--- src/rtl/lightgun_hlatch.sv ---
// Light-gun sensor receiver: synchronizes and filters the LIGHT line, drives TH,
// and latches the beam position at the first qualified hit of each frame.
module lightgun_hlatch #(
    parameter int         FILTER_LEN = 2,
    parameter logic [8:0] H_OFFSET   = 9'd0
) (
    input  logic       CLK,
    input  logic       RESET_N,
    input  logic       CE_PIX,
    input  logic [8:0] HCNT,
    input  logic [8:0] VCNT,
    input  logic       VDE,
    input  logic       LIGHT,
    input  logic       TH_INPUT_EN,
    input  logic       RD_H,
    output logic       TH_LEVEL,
    output logic [7:0] H_LATCH,
    output logic [8:0] V_LATCH,
    output logic       HIT,
    output logic       HIT_PULSE
);

    typedef enum logic [1:0] {IDLE, ARMED, LATCHED} state_t;

    localparam logic [3:0] FILT = 4'(FILTER_LEN);

    state_t     state, next_state;
    logic       light_m, light_s, vde_d;
    logic [3:0] cnt, cnt_next;
    logic       frame_start, do_latch, hit_clr;
    logic [8:0] half_sum;
    logic [7:0] h_val;

    assign frame_start = CE_PIX & VDE & ~vde_d;
    assign cnt_next    = !light_s ? 4'd0 : (cnt == 4'hF) ? 4'hF : cnt + 4'd1;

    // Halved sum carries the 511 saturation in its top bit.
    assign half_sum = 9'(({1'b0, HCNT} + {1'b0, H_OFFSET}) >> 1);
    assign h_val    = half_sum[8] ? 8'hFF : half_sum[7:0];

    always_ff @(posedge CLK or negedge RESET_N) begin
        if (!RESET_N) begin
            light_m  <= 1'b0;
            light_s  <= 1'b0;
            TH_LEVEL <= 1'b1;
        end else begin
            light_m  <= LIGHT;
            light_s  <= light_m;
            TH_LEVEL <= TH_INPUT_EN ? ~light_s : 1'b1;
        end
    end

    always_ff @(posedge CLK or negedge RESET_N) begin
        if (!RESET_N) state <= IDLE;
        else          state <= next_state;
    end

    always_comb begin
        next_state = state;
        if (!TH_INPUT_EN) begin
            next_state = IDLE;
        end else if (CE_PIX) begin
            case (state)
                IDLE:    next_state = ARMED;
                ARMED:   if (do_latch) next_state = LATCHED;
                LATCHED: if (frame_start) next_state = ARMED;
                default: next_state = IDLE;
            endcase
        end
    end

    // Frame start outranks a qualifying tick, so a held pulse re-qualifies next tick.
    always_comb begin
        do_latch = 1'b0;
        hit_clr  = 1'b0;
        if (TH_INPUT_EN && CE_PIX) begin
            case (state)
                ARMED:   do_latch = !frame_start && (cnt_next >= FILT);
                LATCHED: hit_clr  = frame_start;
                default: ;
            endcase
        end
    end

    always_ff @(posedge CLK or negedge RESET_N) begin
        if (!RESET_N) begin
            cnt   <= 4'd0;
            vde_d <= 1'b0;
        end else begin
            if (CE_PIX) vde_d <= VDE;
            if (state == IDLE || !TH_INPUT_EN) cnt <= 4'd0;
            else if (CE_PIX)                    cnt <= cnt_next;
        end
    end

    always_ff @(posedge CLK or negedge RESET_N) begin
        if (!RESET_N) begin
            H_LATCH   <= 8'd0;
            V_LATCH   <= 9'd0;
            HIT       <= 1'b0;
            HIT_PULSE <= 1'b0;
        end else begin
            HIT_PULSE <= do_latch;
            if (do_latch) begin
                H_LATCH <= h_val;
                V_LATCH <= VCNT;
                HIT     <= 1'b1;
            end else if (RD_H || hit_clr) begin
                HIT <= 1'b0;
            end
        end
    end

endmodule

--- config.mk ---
export PLATFORM = sky130hd
export DESIGN_NAME = lightgun_hlatch
export DESIGN_NICKNAME = d
export VERILOG_FILES = /design/src/rtl/lightgun_hlatch.sv
export SDC_FILE = /design/constraint.sdc
export NUM_CORES = 1
export LEC_CHECK = 0
export BUFFER_PORTS_ARGS = -buffer_cell sky130_fd_sc_hd__buf_2
export CAP_MARGIN = 20
export CELL_PAD_IN_SITES_DETAIL_PLACEMENT = 2
export CELL_PAD_IN_SITES_GLOBAL_PLACEMENT = 2
export CORE_AREA = 2 2 47 92
export DETAILED_ROUTE_END_ITERATION = 16
export DIE_AREA = 0 0 49 94
export GPL_TIMING_DRIVEN = 0
export PLACE_DENSITY = 0.81
export SLEW_MARGIN = 40
export SYNTH_ARGS = -nofsm -noshare
export SYNTH_HDL_FRONTEND = slang
export SYNTH_SLANG_ARGS = --single-unit
--- constraint.sdc ---
create_clock -name CLK -period 4.2 [get_ports CLK]
set_input_delay 0 -clock CLK [delete_from_list [all_inputs] [get_ports CLK]]
set_output_delay 0 -clock CLK [all_outputs]
set_load 0.005 [all_outputs]
# == After elaboration in Yosys (flattened, before gate mapping) ==
# Index checks and enable logic that the tools add are counted.
# classes
n_reduce_logical,10
addsub,1
n_eq_ne,6
bitwise_logic,4
n_mux,16
magnitude_cmp,1
# op_table
op,n
2-to-1 mux 4 bit,4
2-to-1 mux 2 bit,4
2-to-1 mux 1 bit,7
!= test 3 bit (second input constant),2
one-hot mux 2 bit (3 select lines),1
adder 4 x 1 -> 4 bit (second input constant),1
equality test 4 bit (second input constant),1
greater-or-equal comparator 4 x 2 -> 1 bit (second input constant),1
nonzero test 2 bit,2
AND reduction 3 bit,1
bitwise AND 1 bit,2
equality test 2 x 1 -> 1 bit (second input constant),1
equality test 2 bit (second input constant),1
logical AND 1 bit,2
logical NOT 1 bit,2
logical NOT 2 bit,1
logical OR 1 bit,2
!= test 2 bit (second input constant),1
inverter 1 bit,2
# totals
out_inout_bits,20
register_bits,29
input_bits,25

# == Logic depth before layout (Yosys ltp) ==
# Gate-level depths: netlist of run 1.
# depth
word_depth,11
depth_mapped,6
depth_no_buf,5

# == Least setup slack after synthesis of run 1 ==
# No wires, ideal clock.
# synth_timing
path_kind,register to register
start,register cnt[0]
end,register H_LATCH[7]
stages_incl_launch_ff,7
t_required_ns,4.075
slack_ns,2.254
setup_time_ns,0.125
t_arrival_ns,1.821
path_cell_list,dfrtp_1 -> ha_1 -> o41ai_2 -> a41oi_2 -> nand3_4 -> buf_6 -> mux2_4
# synth_via
elab_chain_len,7
# synth_lines
element,line_no,rtl
"start, declared",29,"logic [3:0] cnt, cnt_next;"
"start signal, assigned",92,else if (CE_PIX) cnt <= cnt_next;
adder 4 x 1 -> 4 bit / equality test 4 bit (equally long branches),35,assign cnt_next = !light_s ? 4'd0 : (cnt == 4'hF) ? 4'hF : cnt + 4'd1;
2-to-1 mux 4 bit (*) (2 in series),35,
greater-or-equal comparator 4 x 2 -> 1 bit (*),78,ARMED: do_latch = !frame_start && (cnt_next >= FILT);
logical AND 1 bit (*),78,
2-to-1 mux 1 bit (*),77,case (state)
2-to-1 mux 1 bit (*),76,if (TH_INPUT_EN && CE_PIX) begin
"end signal, assigned",105,H_LATCH <= h_val;
"end, declared",17,"output logic [7:0] H_LATCH,"
# Mark *: on every way between the ends. The rest lies on a longest branch, timed or not.
# A chain may end at the register's enable or synchronous reset.

# == Final worst setup path of run 1 ==
# layout_timing
start,register cnt[0]
end,register V_LATCH[5]
# layout_via
elab_chain_len,7
# layout_lines
element,line_no,rtl
adder 4 x 1 -> 4 bit / equality test 4 bit (equally long branches),35,
2-to-1 mux 4 bit (*) (2 in series),35,
greater-or-equal comparator 4 x 2 -> 1 bit (*),78,
logical AND 1 bit (*),78,
2-to-1 mux 1 bit (*),77,
2-to-1 mux 1 bit (*),76,
"end signal, assigned",99,V_LATCH <= 9'd0;
"end signal, assigned",106,V_LATCH <= VCNT;
"end, declared",18,"output logic [8:0] V_LATCH,"
# Marks and branches as above.

==> out/qor.yml, run 1 <==
run_status:
  outcome: "finished, final reports clean"
synthesis:
  synth_area_leaders: "dfrtp_1 (56%), mux2_4 (9.6%), mux2_2 (9.0%)"
  synth_top_family_by_area: "multiplexers"
  synth_area_mm2: 0.00125
  synth_top_area_share_pct: 56.1
  synthesis.instances: 89
  syn_avg_cell_area_um2: 14.0
  yosys.area.top_type: "dfrtp_1"
  synth_seq_cells: 29
  synth_xor_area_share_pct: 0
  ys_seq_area_share_pct: 58.2
  ys_types: 28
  synth_compound_gate_area_share_pct: 12.0
  synth-simple-area-share_pct: 8.02
  synth_nets: 115
  synth_mux_area_share_pct: 18.6
  synth_adder_area_share_pct: 1.00
  yosys_warnings: 0
drt:
  num_vias: 1050
  drc: 0
  wl_per_cell_um: 19.5
  drt_pass1_iterations: 4
  drtIter0Drc: 2
  viasPerCell: 4.95
  ant_nets: 0
  totalWireLength_um: 4130
placed_design:
  post-place-ws_ns: 2.05
  dp_hpwl_um: 2480
  io_buffer_count: 43
  gp_congestion: 0.761
job:
  maxCapViolations: 0
hold_path:
  hold_path.class: "in2reg"
floorplanning:
  die-area_mm2: 0.00461
  dieWidth_um: 49
  core-area_mm2: 0.00388
  row_count: 32
  fp.dieH_um: 94
  start_util_pct: 32.2
  ios: 45
critical_path:
  crit_path_max_fanout: 10
  criticalPathCategory: "reg2reg"
  start_kind: "register"
  rrSetupSlack_ns: 2.04
  cp-end-kind: "register"
  worstPathArrival_ns: 2.33
  cp.required_ns: 4.37
grt:
  grt_pass1_wl_um: 6750
  grt_overflow: 0
  grt_usage_pct: 20.7
  antenna_found_initial: 0
  grt_pass1_vias: 1279
  grt_max_degree: 30
finish:
  area_growth_pct: 48.5
  drive_gt1_share_pct: 46.0
  fillers: 416
  nets: 186
  diodes: 0
clock_tree:
  clk_latency_ns: 0.29
  numCtsBuffers: 5
  clockBufferDepth: 2
  htree_levels: 2
  cts_tree: "done"
  clk_pin_slew_ns: 0.06
  cts.sinks: 29
  cts_root_buf: "clkbuf_8"
pwr:
  p_per_area_mw_per_mm2: 361
  power.leakage_nw: 0.954
  irDropWorstVdd_mv: 0.245
timing:
  drv_slew: 0
  setup_viol: 0
  fin_ws_ns: 2.04
  tightest_slew_ns: 0.651
  hold_viol_final: 0
  rsz0062_at_grt: "false"
  min_period_ns: 2.16
  timing.fmax_mhz: 463
  relSlewSlack_pct: 56.6
  fin_tns_setup_ns: 0
  finalCritPeriodShare_pct: 51.5
  clock_skew_ns: 0.00682
==> synth_stat cells (all sizes together) <==
cell,number
dfrtp,28
mux2,18
nand2,5
o21ai,5
a21oi,4
inv,3
nand2b,3
a211oi,2
a41oi,2
nand3,2
nor2b,2
o211ai,2
a31oi,1
and3,1
and4b,1
buf,1
clkbuf,1
dfstp,1
ha,1
nand4,1
nor2,1
o2111a,1
o21a,1
o311ai,1
o41ai,1
==> layer usage <==
layer | up-vias | routed length [um] | global-route usage, %
met1 | 534 | 1330 | 19.0
met3 | 12 | 164 | 4.78
met5 | - | 0 | 0
li1 | 468 | - | -
met2 | 36 | 2500 | 40.1
met4 | 0 | 136 | 11.7
==> cell families (layout without fill, tap and decap cells) <==
kind of cell / count (synthesis) / after routing
compound gates: 20 / 20
fa+ha+maj: 1 / 1
buf+inv: 5 / 77
flops: 29 / 29
mux: 18 / 18
simple gates: 16 / 16
==> cell usage in the layout (no fill, tap or decap), drive strengths merged, types with 2 or more instances in the layout <==
| cell type | count |
|---|---|
| buf | 44 |
| dfrtp | 28 |
| dlygate4sd3 | 21 |
| mux2 | 18 |
| clkbuf | 8 |
| nand2 | 5 |
| o21ai | 5 |
| a21oi | 4 |
| inv | 3 |
| nand2b | 3 |
| nor2b | 2 |
| a211oi | 2 |
| o211ai | 2 |
| a41oi | 2 |
| nand3 | 2 |
==> timing repair <==
item | CTS | global route
hold buffers | 21 | 0
gates resized for setup | 0 | 0
buffers inserted | 0 | 0
hold endpoints to repair | 48 | 0
==> worst paths after layout <==
check / startpoint / to / depth (start not counted)
max: cnt[0] / V_LATCH[5] / 6
min: RD_H / HIT / 4
max reg2reg: cnt[0] / V_LATCH[5] / 6
min reg2reg: light_m / light_s / 0
max in group asynchronous: RESET_N / cnt[0] / 2
min in group asynchronous: RESET_N / V_LATCH[7] / 2
==> worst max-delay path, stage by stage, from the launching register on <==
cell and delay, ns:
dfrtp_1 0.44, ha_1 0.37, o41ai_2 0.38, a41oi_2 0.12
nand3_4 0.21, buf_6 0.20, mux2_4 0.32
==> sequential cells by signal (all words and copies together) (netlist names) <==
| register | cells |
|---|---|
| HIT | 1 |
| state | 2 |
| light_m | 1 |
| H_LATCH | 8 |
| cnt | 4 |
| V_LATCH | 9 |
| light_s | 1 |
| vde_d | 1 |
| HIT_PULSE | 1 |
| TH_LEVEL | 1 |
==> layout make-up <==
class | instances | area, um2 | share of cell area (%)
flip-flops and latches | 29 | 727 | 39.2
multi-input cells | 55 | 495 | 26.7
repair buffers | 64 | 425 | 22.9
clock buffers | 7 | 86.3 | 4.66
well taps | 51 | 63.8 | 3.44
clock inverters | 1 | 30.0 | 1.62
plain buffers | 2 | 15.0 | 0.810
inverters | 3 | 11.3 | 0.607
==> stage by stage <==
stage	instance area (um2)	util, %	cells	hold slack, ns	power (mW)
floorplan	1250	-	89	-0.296	0.320
global placement	1530	39.3	183	0.0464	0.347
detailed placement	1530	39.3	183	0.0711	0.351
CTS	1850	47.7	212	0.0571	0.670
global route	1850	47.7	212	0.0824	0.699
finish	1850	47.7	212	0.0438	0.670
==> report_power, final <==
| group | leakage, nW | internal [mW] | switching [mW] |
|---|---|---|---|
| Clock | 0.0585 | 0.193 | 0.112 |
| Combinational | 0.505 | 0.0375 | 0.0280 |
| Sequential | 0.391 | 0.291 | 0.00872 |
Power figures use the tool's default switching activity.
==> run 2, diff against run 1 <==
CORE_AREA = 2 2 48 95   (was 2 2 47 92)
DIE_AREA = 0 0 50 97   (was 0 0 49 94)
PLACE_DENSITY = 0.77   (was 0.81)
clock period = 2 ns   (was 4.2 ns; I/O delays follow)
==> run 2 against run 1 <==
Net effect: worst setup slack worse by 2.0 ns; critical path depth is the same; combinational power is 100% higher; sequential power increased by 110%; clock skew is 0.00079 ns lower; final cell count increased by 1.4%; power rose by 85%; clock power is 57% higher; count of clock-buffer cells in the layout increased by 1; die area grew 5.3%; sequential share of layout area shrank 0.31 points; register-to-register slack got worse by 2.0 ns; largest cell class unchanged; highest routed layer unchanged.
==> out/qor.yml, run 2 (synthesis gave the netlist of run 1 again) <==
clock_tree:
  numCtsBuffers: 5  # unchanged
  cts_root_buf: "clkbuf_8"  # unchanged
  clockBufferDepth: 2  # unchanged
  htree_levels: 2  # unchanged
  clk_latency_ns: 0.28  # was 0.29 ns
  clk_pin_slew_ns: 0.06  # about the same
  cts_tree: "done"  # unchanged
  cts.sinks: 29  # unchanged
pwr:
  p_per_area_mw_per_mm2: 661  # was 361 mW/mm2
  irDropWorstVdd_mv: 0.378  # was 0.245 mV
  power.leakage_nw: 0.953  # was 0.954 nW
placed_design:
  post-place-ws_ns: -0.175  # was 2.05 ns
  dp_hpwl_um: 2430  # was 2480 um
  io_buffer_count: 43  # unchanged
  gp_congestion: 0.742  # was 0.761
  placed_cells: 184  # was 183
finish:
  nets: 188  # was 186
  final_cell_mix: "buf_2 (43), dfrtp_1 (26), dlygate4sd3_1 (21), mux2_2 (10), mux2_4 (8)"  # was buf_2 (43), dfrtp_1 (28), dlygate4sd3_1 (21), mux2_2 (10), mux2_4 (8)
  top_regs: "V_LATCH: 9 flops, H_LATCH: 8 flops, cnt: 4 flops"  # unchanged
  drive_gt1_share_pct: 47.9  # was 46.0%
  largest_reg_flops: 9  # unchanged
  top_register: "V_LATCH"  # unchanged
  diodes: 0  # unchanged
  layout.cells.non_filler: 215  # was 212
  final_common_cell: "buf_2"  # unchanged
  area_growth_pct: 50.2  # was 48.5%
critical_path:
  criticalPathCategory: "reg2reg"  # unchanged
  cp-end-kind: "register"  # unchanged
  ff2ff_path_depth: 6  # unchanged
  worstPathArrival_ns: 2.07  # was 2.33 ns
  crit_path_max_fanout: 10  # unchanged
  start_kind: "register"  # unchanged
  cp.required_ns: 2.16  # was 4.37 ns
grt:
  grt_pass1_vias: 1180  # was 1,279
  grt_overflow: 0  # unchanged
  grt_usage_pct: 16.2  # was 20.7%
  grt_pass1_wl_um: 5860  # was 6750 um
  grt_max_degree: 30  # unchanged
  antenna_found_initial: 0  # unchanged
run_status:
  outcome: "finished, final reports clean"  # unchanged
drt:
  viasPerCell: 4.79  # was 4.95
  drc: 0  # unchanged
  drt_pass1_iterations: 2  # was 4
  num_vias: 1030  # was 1,050
  drtIter0Drc: 6  # was 2
  ant_nets: 0  # unchanged
  wl_per_cell_um: 16.0  # was 19.5 um
  totalWireLength_um: 3450  # was 4130 um
timing:
  clock_skew_ns: 0.00602  # was 0.00682 ns
  min_period_ns: 1.91  # was 2.16 ns
  finalCritPeriodShare_pct: 95.7  # was 51.5%
  rsz0062_at_grt: "false"  # unchanged
  relSlewSlack_pct: 56.7  # was 56.6%
  setup_viol: 0  # unchanged
  hold_viol_final: 0  # unchanged
  tightest_slew_ns: 0.650  # was 0.651 ns
  drv_slew: 0  # unchanged
  fin_ws_ns: 0.0868  # was 2.04 ns
  timing.fmax_mhz: 523  # was 463 MHz
floorplanning:
  die-area_mm2: 0.00485  # was 0.00461 mm2
  ios: 45  # unchanged
  dieWidth_um: 50  # was 49 um
  core-area_mm2: 0.00409  # was 0.00388 mm2
  row_count: 33  # was 32
  start_util_pct: 30.5  # was 32.2%
  fp.dieH_um: 97  # was 94 um
hold_path:
  hold_path.class: "in2reg"  # unchanged
  min_path_cells: 4  # unchanged
job:
  maxCapViolations: 0  # unchanged
==> run 2: cell count changes in the layout (fill, tap and decap cells not counted), sizes merged <==
cell	before	now
bufinv	1	0
buf	44	46
clkbuf	8	9
==> run 2: path summary, 6_finish.rpt <==
path / slack, ns / endpoint / from
setup / recovery: 0.09 / V_LATCH[3] / cnt[0]
hold / removal: 0.05 / HIT / RD_H
setup reg to reg: 0.09 / V_LATCH[3] / cnt[0]
hold reg to reg: 0.35 / light_s / light_m
max in group asynchronous: 1.25 / cnt[1] / RESET_N
min in group asynchronous: 0.30 / cnt[0] / RESET_N
==> run 2: layer usage <==
metal / vias up / track usage, % / routed length (um)
met4: 0 / 7.69 / 49
met1: 531 / 16.5 / 1130
met2: 23 / 29.9 / 2150
li1: 470 / - / -
met5: - / 0 / 0
met3: 6 / 3.24 / 119
==> run 2: cell type report <==
class | count | area, um2
Timing Repair Buffer | 66 | 453
Clock buffer | 8 | 90.1
Fill cell | 418 | 2210
Buffer | 2 | 18.8
Inverter | 3 | 11.3
Multi-Input combinational cell | 55 | 508
Tap cell | 52 | 65.1
Sequential cell | 29 | 729
==> run 2: repair_timing <==
item / 4_1_cts / 5_1_grt
hold buffers: 21 / 0
gates cloned: 0 / 0
setup buffers: 1 / 1
hold endpoints to repair: 48 / 0
pin swaps: 1 / 1
gates resized for setup: 3 / 1
endpoints found under the setup margin: 17 / 17
==> run 2: where the power goes <==
group | leakage (nW) | total (mW) | internal [mW] | switching [mW]
combinational | 0.520 | 0.134 | 0.0798 | 0.0540
clock | 0.0455 | 0.479 | 0.280 | 0.199
sequential | 0.388 | 0.626 | 0.611 | 0.0153
==> run 2: worst max-delay path: stages (launching register included) <==
cell     delay (ns)
dfrtp_2        0.43
ha_4           0.26
o41ai_2        0.38
a41oi_2        0.11
nand3_4        0.13
buf_8          0.16
mux2_4         0.31
==> run 2: through the flow <==
step	setup TNS [ns]	cell area, um2	total power, mW	hold WS, ns	utilization [%]
after floorplan	0	1250	0.672	-0.296	-
after global placement	-0.675	1530	0.731	0.0574	37.4
after detailed placement	-1.46	1530	0.738	0.0759	37.4
after CTS	0	1870	1.26	0.0453	45.7
after global routing	0	1880	1.31	0.0966	45.9
final	0	1880	1.24	0.0481	45.9
